<file path="config.mk">
export PLATFORM = sky130hd
export DESIGN_NAME = aes_round_ctrl
export DESIGN_NICKNAME = d
export VERILOG_FILES = /design/src/rtl/aes_ctrl_pkg.sv /design/src/rtl/aes_rcon_gen.sv /design/src/rtl/aes_round_ctrl.sv
export SDC_FILE = /design/constraint.sdc
export NUM_CORES = 1
export LEC_CHECK = 0
export CAP_MARGIN = 10
export CORE_ASPECT_RATIO = 1.75
export CORE_MARGIN = 1.5
export CORE_UTILIZATION = 39
export CTS_BUF_LIST = sky130_fd_sc_hd__clkbuf_16
export CTS_CLUSTER_DIAMETER = 150
export DETAILED_ROUTE_END_ITERATION = 10
export GPL_ROUTABILITY_DRIVEN = 0
export PLACE_DENSITY = 0.77
export SYNTH_ARGS = -nofsm -noshare
export SYNTH_HDL_FRONTEND = slang
export SYNTH_HIERARCHICAL = 1
export SYNTH_SLANG_ARGS = --single-unit
</file>
<file path="constraint.sdc">
create_clock -name clk -period 2.7 [get_ports clk]
set_input_delay 0.54 -clock clk [delete_from_list [all_inputs] [get_ports clk]]
set_output_delay 0.54 -clock clk [all_outputs]
set_load 0.01 [all_outputs]
</file>
<file path="src/rtl/aes_ctrl_pkg.sv">
// Shared types and constants for the iterative AES round controllers.
// Holds the FSM state encoding, Rcon constants and NR legality check.
package aes_ctrl_pkg;

    typedef enum logic [1:0] {
        IDLE  = 2'd0,
        ROUND = 2'd1,
        FINAL = 2'd2,
        DONE  = 2'd3
    } ctrl_state_e;

    localparam logic [7:0] RCON_INIT = 8'h01;
    localparam logic [7:0] RCON_POLY = 8'h1B;
    localparam int         ROUND_W   = 4;

    // AES-128/192/256 round counts are the only legal NR values.
    function automatic bit nr_is_legal(input int nr);
        return (nr == 10) || (nr == 12) || (nr == 14);
    endfunction

    function automatic logic [7:0] xtime(input logic [7:0] r);
        return {r[6:0], 1'b0} ^ (r[7] ? RCON_POLY : 8'h00);
    endfunction

endpackage

</file>
<file path="src/rtl/aes_rcon_gen.sv">
// Round-constant register: sync clear, load of the first constant, or one
// GF(2^8) doubling step per advance.
module aes_rcon_gen
    import aes_ctrl_pkg::*;
(
    input  logic       clk,
    input  logic       rst,
    input  logic       clr_i,
    input  logic       load_i,
    input  logic       adv_i,
    output logic [7:0] rcon_o
);

    logic [7:0] rcon_q;
    logic [7:0] rcon_d;

    always_comb begin
        rcon_d = rcon_q;
        if (clr_i) begin
            rcon_d = 8'h00;
        end else if (load_i) begin
            rcon_d = RCON_INIT;
        end else if (adv_i) begin
            rcon_d = xtime(rcon_q);
        end
    end

    always_ff @(posedge clk) begin
        if (rst) begin
            rcon_q <= 8'h00;
        end else begin
            rcon_q <= rcon_d;
        end
    end

    assign rcon_o = rcon_q;

endmodule

</file>
<file path="src/rtl/aes_round_ctrl.sv">
// Sequencer for an iterative AES encryption datapath: initial AddRoundKey,
// NR rounds, then a held result. Drives enables/selects only.
module aes_round_ctrl
    import aes_ctrl_pkg::*;
#(
    parameter int NR = 10
) (
    input  logic               clk,
    input  logic               rst,
    input  logic               in_valid,
    output logic               in_ready,
    output logic               out_valid,
    input  logic               out_ready,
    input  logic               abort,
    output logic               sel_init,
    output logic               state_en,
    output logic               key_load,
    output logic               key_en,
    output logic [ROUND_W-1:0] round_idx,
    output logic               skip_mix,
    output logic [7:0]         rcon,
    output logic               busy,
    output ctrl_state_e        dbg_state
);

    if (!nr_is_legal(NR)) begin : g_bad_nr
        $error("aes_round_ctrl: NR must be 10, 12 or 14");
    end

    localparam logic [ROUND_W-1:0] LAST_ROUND = ROUND_W'(NR);

    // Handshakes: a block is taken when in_valid && in_ready at a rising
    // edge; the result is held with out_valid until out_ready is seen high.
    ctrl_state_e        state_q;
    logic [ROUND_W-1:0] round_idx_q;
    logic [ROUND_W-1:0] round_inc_d;
    logic               skip_mix_q;
    logic               out_valid_q;
    logic               busy_q;
    logic               accept;
    logic               abort_kill;

    assign abort_kill  = abort && (state_q != IDLE);
    assign round_inc_d = round_idx_q + ROUND_W'(1);

    always_comb begin
        in_ready = 1'b0;
        accept   = 1'b0;
        sel_init = 1'b0;
        state_en = 1'b0;
        key_load = 1'b0;
        key_en   = 1'b0;
        if (!rst) begin
            in_ready = !abort && ((state_q == IDLE) || ((state_q == DONE) && out_ready));
            accept   = in_valid && in_ready;
            if (accept) begin
                sel_init = 1'b1;
                state_en = 1'b1;
                key_load = 1'b1;
            end else if (!abort && ((state_q == ROUND) || (state_q == FINAL))) begin
                state_en = 1'b1;
                key_en   = 1'b1;
            end
        end
    end

    always_ff @(posedge clk) begin
        if (rst || abort_kill) begin
            state_q     <= IDLE;
            round_idx_q <= '0;
            skip_mix_q  <= 1'b0;
            out_valid_q <= 1'b0;
            busy_q      <= 1'b0;
        end else begin
            case (state_q)
                IDLE: begin
                    if (accept) begin
                        state_q     <= ROUND;
                        round_idx_q <= ROUND_W'(1);
                        busy_q      <= 1'b1;
                        out_valid_q <= 1'b0;
                    end
                end
                ROUND: begin
                    round_idx_q <= round_inc_d;
                    if (round_inc_d == LAST_ROUND) begin
                        state_q    <= FINAL;
                        skip_mix_q <= 1'b1;
                    end
                end
                FINAL: begin
                    state_q     <= DONE;
                    out_valid_q <= 1'b1;
                    busy_q      <= 1'b0;
                    skip_mix_q  <= 1'b0;
                end
                DONE: begin
                    // A new block may be taken in the same cycle the result drains.
                    if (accept) begin
                        state_q     <= ROUND;
                        round_idx_q <= ROUND_W'(1);
                        busy_q      <= 1'b1;
                        out_valid_q <= 1'b0;
                    end else if (out_ready) begin
                        state_q     <= IDLE;
                        round_idx_q <= '0;
                        out_valid_q <= 1'b0;
                    end
                end
                default: state_q <= IDLE;
            endcase
        end
    end

    aes_rcon_gen u_rcon (
        .clk    (clk),
        .rst    (rst),
        .clr_i  (abort_kill),
        .load_i (accept),
        .adv_i  (state_q == ROUND),
        .rcon_o (rcon)
    );

    assign round_idx = round_idx_q;
    assign skip_mix  = skip_mix_q;
    assign out_valid = out_valid_q;
    assign busy      = busy_q;
    assign dbg_state = state_q;

endmodule

</file>
# Word level (Yosys, flattened, before mapping)

Index checks and enable logic that the tools add are counted.

Word-level logic and storage cells: 70
Register bits after elaboration: 17
Input bits: 5

Muxes and demuxes: 29
$add $sub $neg: 1
Reductions and logical operators: 24
Eq/ne operators: 8
Bitwise logic cells: 1

Operators with widths:

| operator            | count |
|---|---|
| $mux 1              | 16 |
| $mux 4              | 3 |
| $pmux 4 s3          | 1 |
| $reduce_and 3->1    | 3 |
| $mux 2              | 4 |
| $pmux 2 s4          | 1 |
| $reduce_bool 2->1   | 4 |
| $xor 8x5->8         | 1 |
| $reduce_bool 3->1   | 2 |
| $logic_and 1x1->1   | 5 |
| $mux 5              | 1 |
| $add 4x1->4 const B | 1 |
| $eq 2x2->1 const B  | 2 |
| $eq 4x4->1 const B  | 1 |
| $ne 2x2->1 const B  | 2 |
| $pmux 1 s2          | 2 |
| $reduce_and 2->1    | 2 |
| $reduce_or 2->1     | 2 |
| $logic_or 1x1->1    | 3 |
| $ne 3x3->1 const B  | 1 |
| $pmux 1 s3          | 1 |
| $reduce_or 3->1     | 1 |
| $eq 2x1->1 const B  | 1 |
| $logic_not 2->1     | 1 |
| other kinds (2)     | 2 |

# Logic depth before layout (Yosys ltp)

Word-level depth: 8
Depth in mapped cells: 9
Depth with buffers taken out: 8

# Modules after synthesis

The synthesis kept the hierarchy.

Modules (own cells, without submodules):

| module         | area an instance (um^2) | instances | cells each | sequential area each (um^2) |
|---|---|---|---|---|
| aes_round_ctrl | 680.7                   | 1         | 82         | 180.2 |
| aes_rcon_gen   | 316.6                   | 1         | 32         | 160.2 |

# Worst setup path after synthesis

Ideal clock, no wire load.

Path type: register to register
Start: reg state_q[0] (netlist: dbg_state[0])
End: reg u_rcon.rcon_q[1] (netlist: u_rcon/rcon_o[1])
Library setup time: 0.086 ns
Slack: 0.684 ns
Required time: 2.614 ns
Arrival: 1.930 ns
Cell stages (with the launch flop): 10
Cell sequence: dfxtp_1 -> inv_1 -> ha_1 -> a21oi_1 -> nor2b_1 -> nand2_1 -> inv_1 -> or3_1 -> clkbuf_2 -> a211oi_1

Cells in the longest elaborated chain, start to end: 7
Elaborated cells between the ends (all ways): 11

Ends and longest elaborated chain:

| what                             | line                 | text |
|---|---|---|
| start: declaration               | aes_round_ctrl.sv:34 | `ctrl_state_e state_q;` |
| start signal: assignment         | aes_round_ctrl.sv:69 | `state_q <= IDLE;` |
| start signal: assignment         | aes_round_ctrl.sv:78 | `state_q <= ROUND;` |
| start signal: assignment         | aes_round_ctrl.sv:87 | `state_q <= FINAL;` |
| $eq 2x2->1                       | aes_round_ctrl.sv:54 | `in_ready = !abort && ((state_q == IDLE) \|\| ((state_q == DONE) && out_ready));` |
| $logic_and 1x1->1                | aes_round_ctrl.sv:54 |  |
| $logic_or 1x1->1                 | aes_round_ctrl.sv:54 |  |
| $logic_and 1x1->1                | aes_round_ctrl.sv:54 |  |
| $logic_and 1x1->1                | aes_round_ctrl.sv:55 | `accept = in_valid && in_ready;` |
| $mux 1                           | aes_round_ctrl.sv:53 | `if (!rst) begin` |
| $reduce_or 3->1 (no source line) | n/a                  |  |
| end signal: assignment           | aes_rcon_gen.sv:32   | `rcon_q <= rcon_d;` |
| end: declaration                 | aes_rcon_gen.sv:14   | `logic [7:0] rcon_q;` |

Several ways; a longest one is shown, not always the timed one.
A chain may end at the register's enable or synchronous reset.

# Worst setup path after layout

Start: in rst
End: out key_en

Cells in the longest elaborated chain, start to end: 1

Ends and longest elaborated chain:

| what               | line                 | text |
|---|---|---|
| start: declaration | aes_round_ctrl.sv:9  | `input logic rst,` |
| $mux 1             | aes_round_ctrl.sv:53 |  |
| end: declaration   | aes_round_ctrl.sv:18 | `output logic key_en,` |

Every way passes these cells.

==> metrics.txt <==
Comb pwr share=42.7%; Final Cell Area=approximately 0.0014 mm²; run status=complete, no violations; hold_buf cts=0; Clk network pwr share=27.0%; Final Setup Violations=0; Starting Density=40.5%; hold crit path type=reg2reg; Synth top area share=34.1%; pwr/cell area=approximately 800 mW/mm²; worst hold margin=0.492 ns; CTS root buffer=clkbuf_16; layout net count=157; worst path bufs/invs=2; GRT met3 Usage=2.86%; Max Root-Sink Buffers=2; largest net degree at the start of global routing=17; initial drt markers=20; Internal=0.699 mW; Yosys cell types=39; Final Util=56.0%; predominant post-synthesis flop cell=dfxtp_1; CP max stage delay=0.56 ns; Async SR Flop Fraction=0%; via count=958; max_slew headroom=68.9%; critical path endpoint category=primary output; num rows=24; # clock sinks=17; CP max FO=7; register area=around 340 µm²; switching share of power=34.8%; grt peak-use layer=met2; fillers=224; max-slew violations=0; crit share post-route=around 96%; first-pass GRT wire length=3.51 mm; Gate Count Post-Synth=114; Synth Register Bits=17; Routed Wire Length=2.30 mm; CP max stage cell=clkdlybuf4s50_1; CP Data Required Time=2.16 ns; die height=~70 µm; Fin Setup TNS=0 ns; post-synthesis sequential area ratio=between 30 and 40%; Yosys top cell by area=dfxtp_1; antenna cells=0; synthesized area=997 µm²; Fin. Hold Viols=0; GR Layer Usage met2=30.2%; VDD IR max=slightly below 500 µV; WL/cell=13.5 µm; P_sw=0.373 mW; worst reg2reg path depth=8; PortBufs=26; DP HPWL=1.76 mm; Area contributors post-synth=dfxtp_1 (34%), ha_1 (8.8%), nor2_1 (7.2%); vias in the first global route=~860; max-cap violations=0; CTS tree=done; Clk Latency, worst-skew pair=~0.24 ns; grt met1 use=16.5%; CP arrival=2.06 ns; DIE AREA=between 0.002 and 0.003 mm²; Core Area=between 0.002 and 0.0025 mm²; drt first pass iters=4; Least-Margin Pin Slew=0.467 ns; initial antenna violation count=0; CTS Buf Count=3; Layout area overhead=38.3%; Crit path max-delay family=buffers and inverters; Post-CTS Setup Bufs=0; worst hold stages=2; CP cell instances=clkdlybuf4s50_1 -> nor2_1 -> nand2_1 -> nor2_1 -> clkdlybuf4s50_1; Syn Area/Cell=8.75 µm²; Reg power frac=30.3%; GR Util All Layers=between 15 and 20%; Worst-path clk slew=0.05 ns; critical path class=in2out; Synth warnings=6; Post-synth EDFFs=0; H-tree levels=1; ANT nets after route=0; LEAKAGE=0.534 nW; Die W=just over 40 µm; highest clock rate=between 0.3 and 0.4 GHz; CP Launch Type=primary input; Final Skew=0.000951 ns; total gr overflow=0; syn nets=about 130; fin crit period=2.60 ns; DP Area=0.00129 mm²; DRC Markers=0; RSZ-0062 raised after global routing=no; vias per cell=5.64; I/O pin cnt=27; CP Depth=5; layout cells sized above 1=10.4%; area of the multi-input gates=between 600 and 700 µm²
power groups by stage:
stage          combinational [mW]  sequential [mW]  clock [mW]
2_1_floorplan               0.279            0.340           0
3_3_place_gp                0.439            0.329           0
3_5_place_dp                0.453            0.331           0
4_1_cts                     0.457            0.326       0.293
5_1_grt                     0.492            0.333       0.304
6_report                    0.457            0.325       0.290
synthesized netlist by cell type, drive strengths merged (3+ instances only):
| cell type | instances |
|---|---|
| a211oi | 5 |
| ha | 7 |
| inv | 6 |
| o21ai | 3 |
| mux2i | 7 |
| a21oi | 3 |
| nor2 | 19 |
| a31oi | 3 |
| nand2 | 9 |
| xnor2 | 3 |
| buf | 3 |
| dfxtp | 17 |
registers in the layout, summed over array words and instances, names as in the netlist:
signal and flops:
u_rcon/rcon_o 8, busy 1, out_valid 1, skip_mix 1, dbg_state 2, round_idx 4
final cells by class:
type                       count  area share, %
clock buffer                   3           5.44
multi-input combinational     86           43.6
tap                           26           2.36
timing repair buffer          31           22.0
clock inverter                 1          0.272
inverter                       6           1.63
sequential                    17           24.7
layer usage:
layer,wire length [µm],part of all wire [%],vias to the layer above
met5,0,0,-
met4,51,2.2,0
met3,55,2.4,6
met2,1300,56,24
met1,896,39,464
li1,-,-,464
cell families (layout without fill, tap and decap cells):
| logic type | count (synthesis) | in the layout | synth area share (%) |
|---|---|---|---|
| buffers and inverters | 11 | 41 | 5.52 |
| adders and majority gates | 7 | 7 | 8.78 |
| and+or+nand+nor | 44 | 44 | 22.0 |
| xor gates and xnor gates | 3 | 3 | 2.64 |
| AOI/OAI and AO/OA | 25 | 25 | 19.9 |
| muxes | 7 | 7 | 7.03 |
| DFF | 17 | 17 | 34.1 |
metrics by stage:
| stage | power (mW) | worst slack, ns | std cells |
|---|---|---|---|
| after CTS | 1.08 | 0.0739 | 170 |
| after floorplan | 0.619 | 0.684 | 114 |
| after global placement | 0.768 | 0.160 | 166 |
| after detailed placement | 0.784 | 0.0749 | 166 |
| after global routing | 1.13 | 0.0608 | 170 |
| final | 1.07 | 0.0993 | 170 |
path summary, 6_finish.rpt:
check | endpoint | slack [ns] | start
worst min register to register | busy | 0.49 | busy
worst max register to register | round_idx[0] | 0.69 | dbg_state[1]
worst max-delay path | key_en | 0.1 | rst
worst min-delay path | busy | 0.49 | busy
tightest hold or removal path: stages, from the launching register on:
cell,delay (ns)
dfxtp_1,0.33
a2bb2oi_1,0.06
nor2_1,0.07
placed cells by master, fill, tap and decap left out, drive strengths merged, types with 2 or more instances in the layout:
cell            n
clkdlybuf4s50  24
nor2           19
dfxtp          17
nand2           9
inv             7
mux2i           7
ha              7
buf             5
a211oi          5
a21oi           3
o21ai           3
a31oi           3
clkbuf          3
xnor2           3
nor2b           2
nor3            2
or2             2
nand4b          2
a21boi          2
dlymetal6s2s    2
timing repair:
item	in CTS	in global routing
endpoints found under the hold margin	0	0
resized for setup	0	2
endpoints found under the setup margin	0	2
Power figures use the tool's default switching activity.
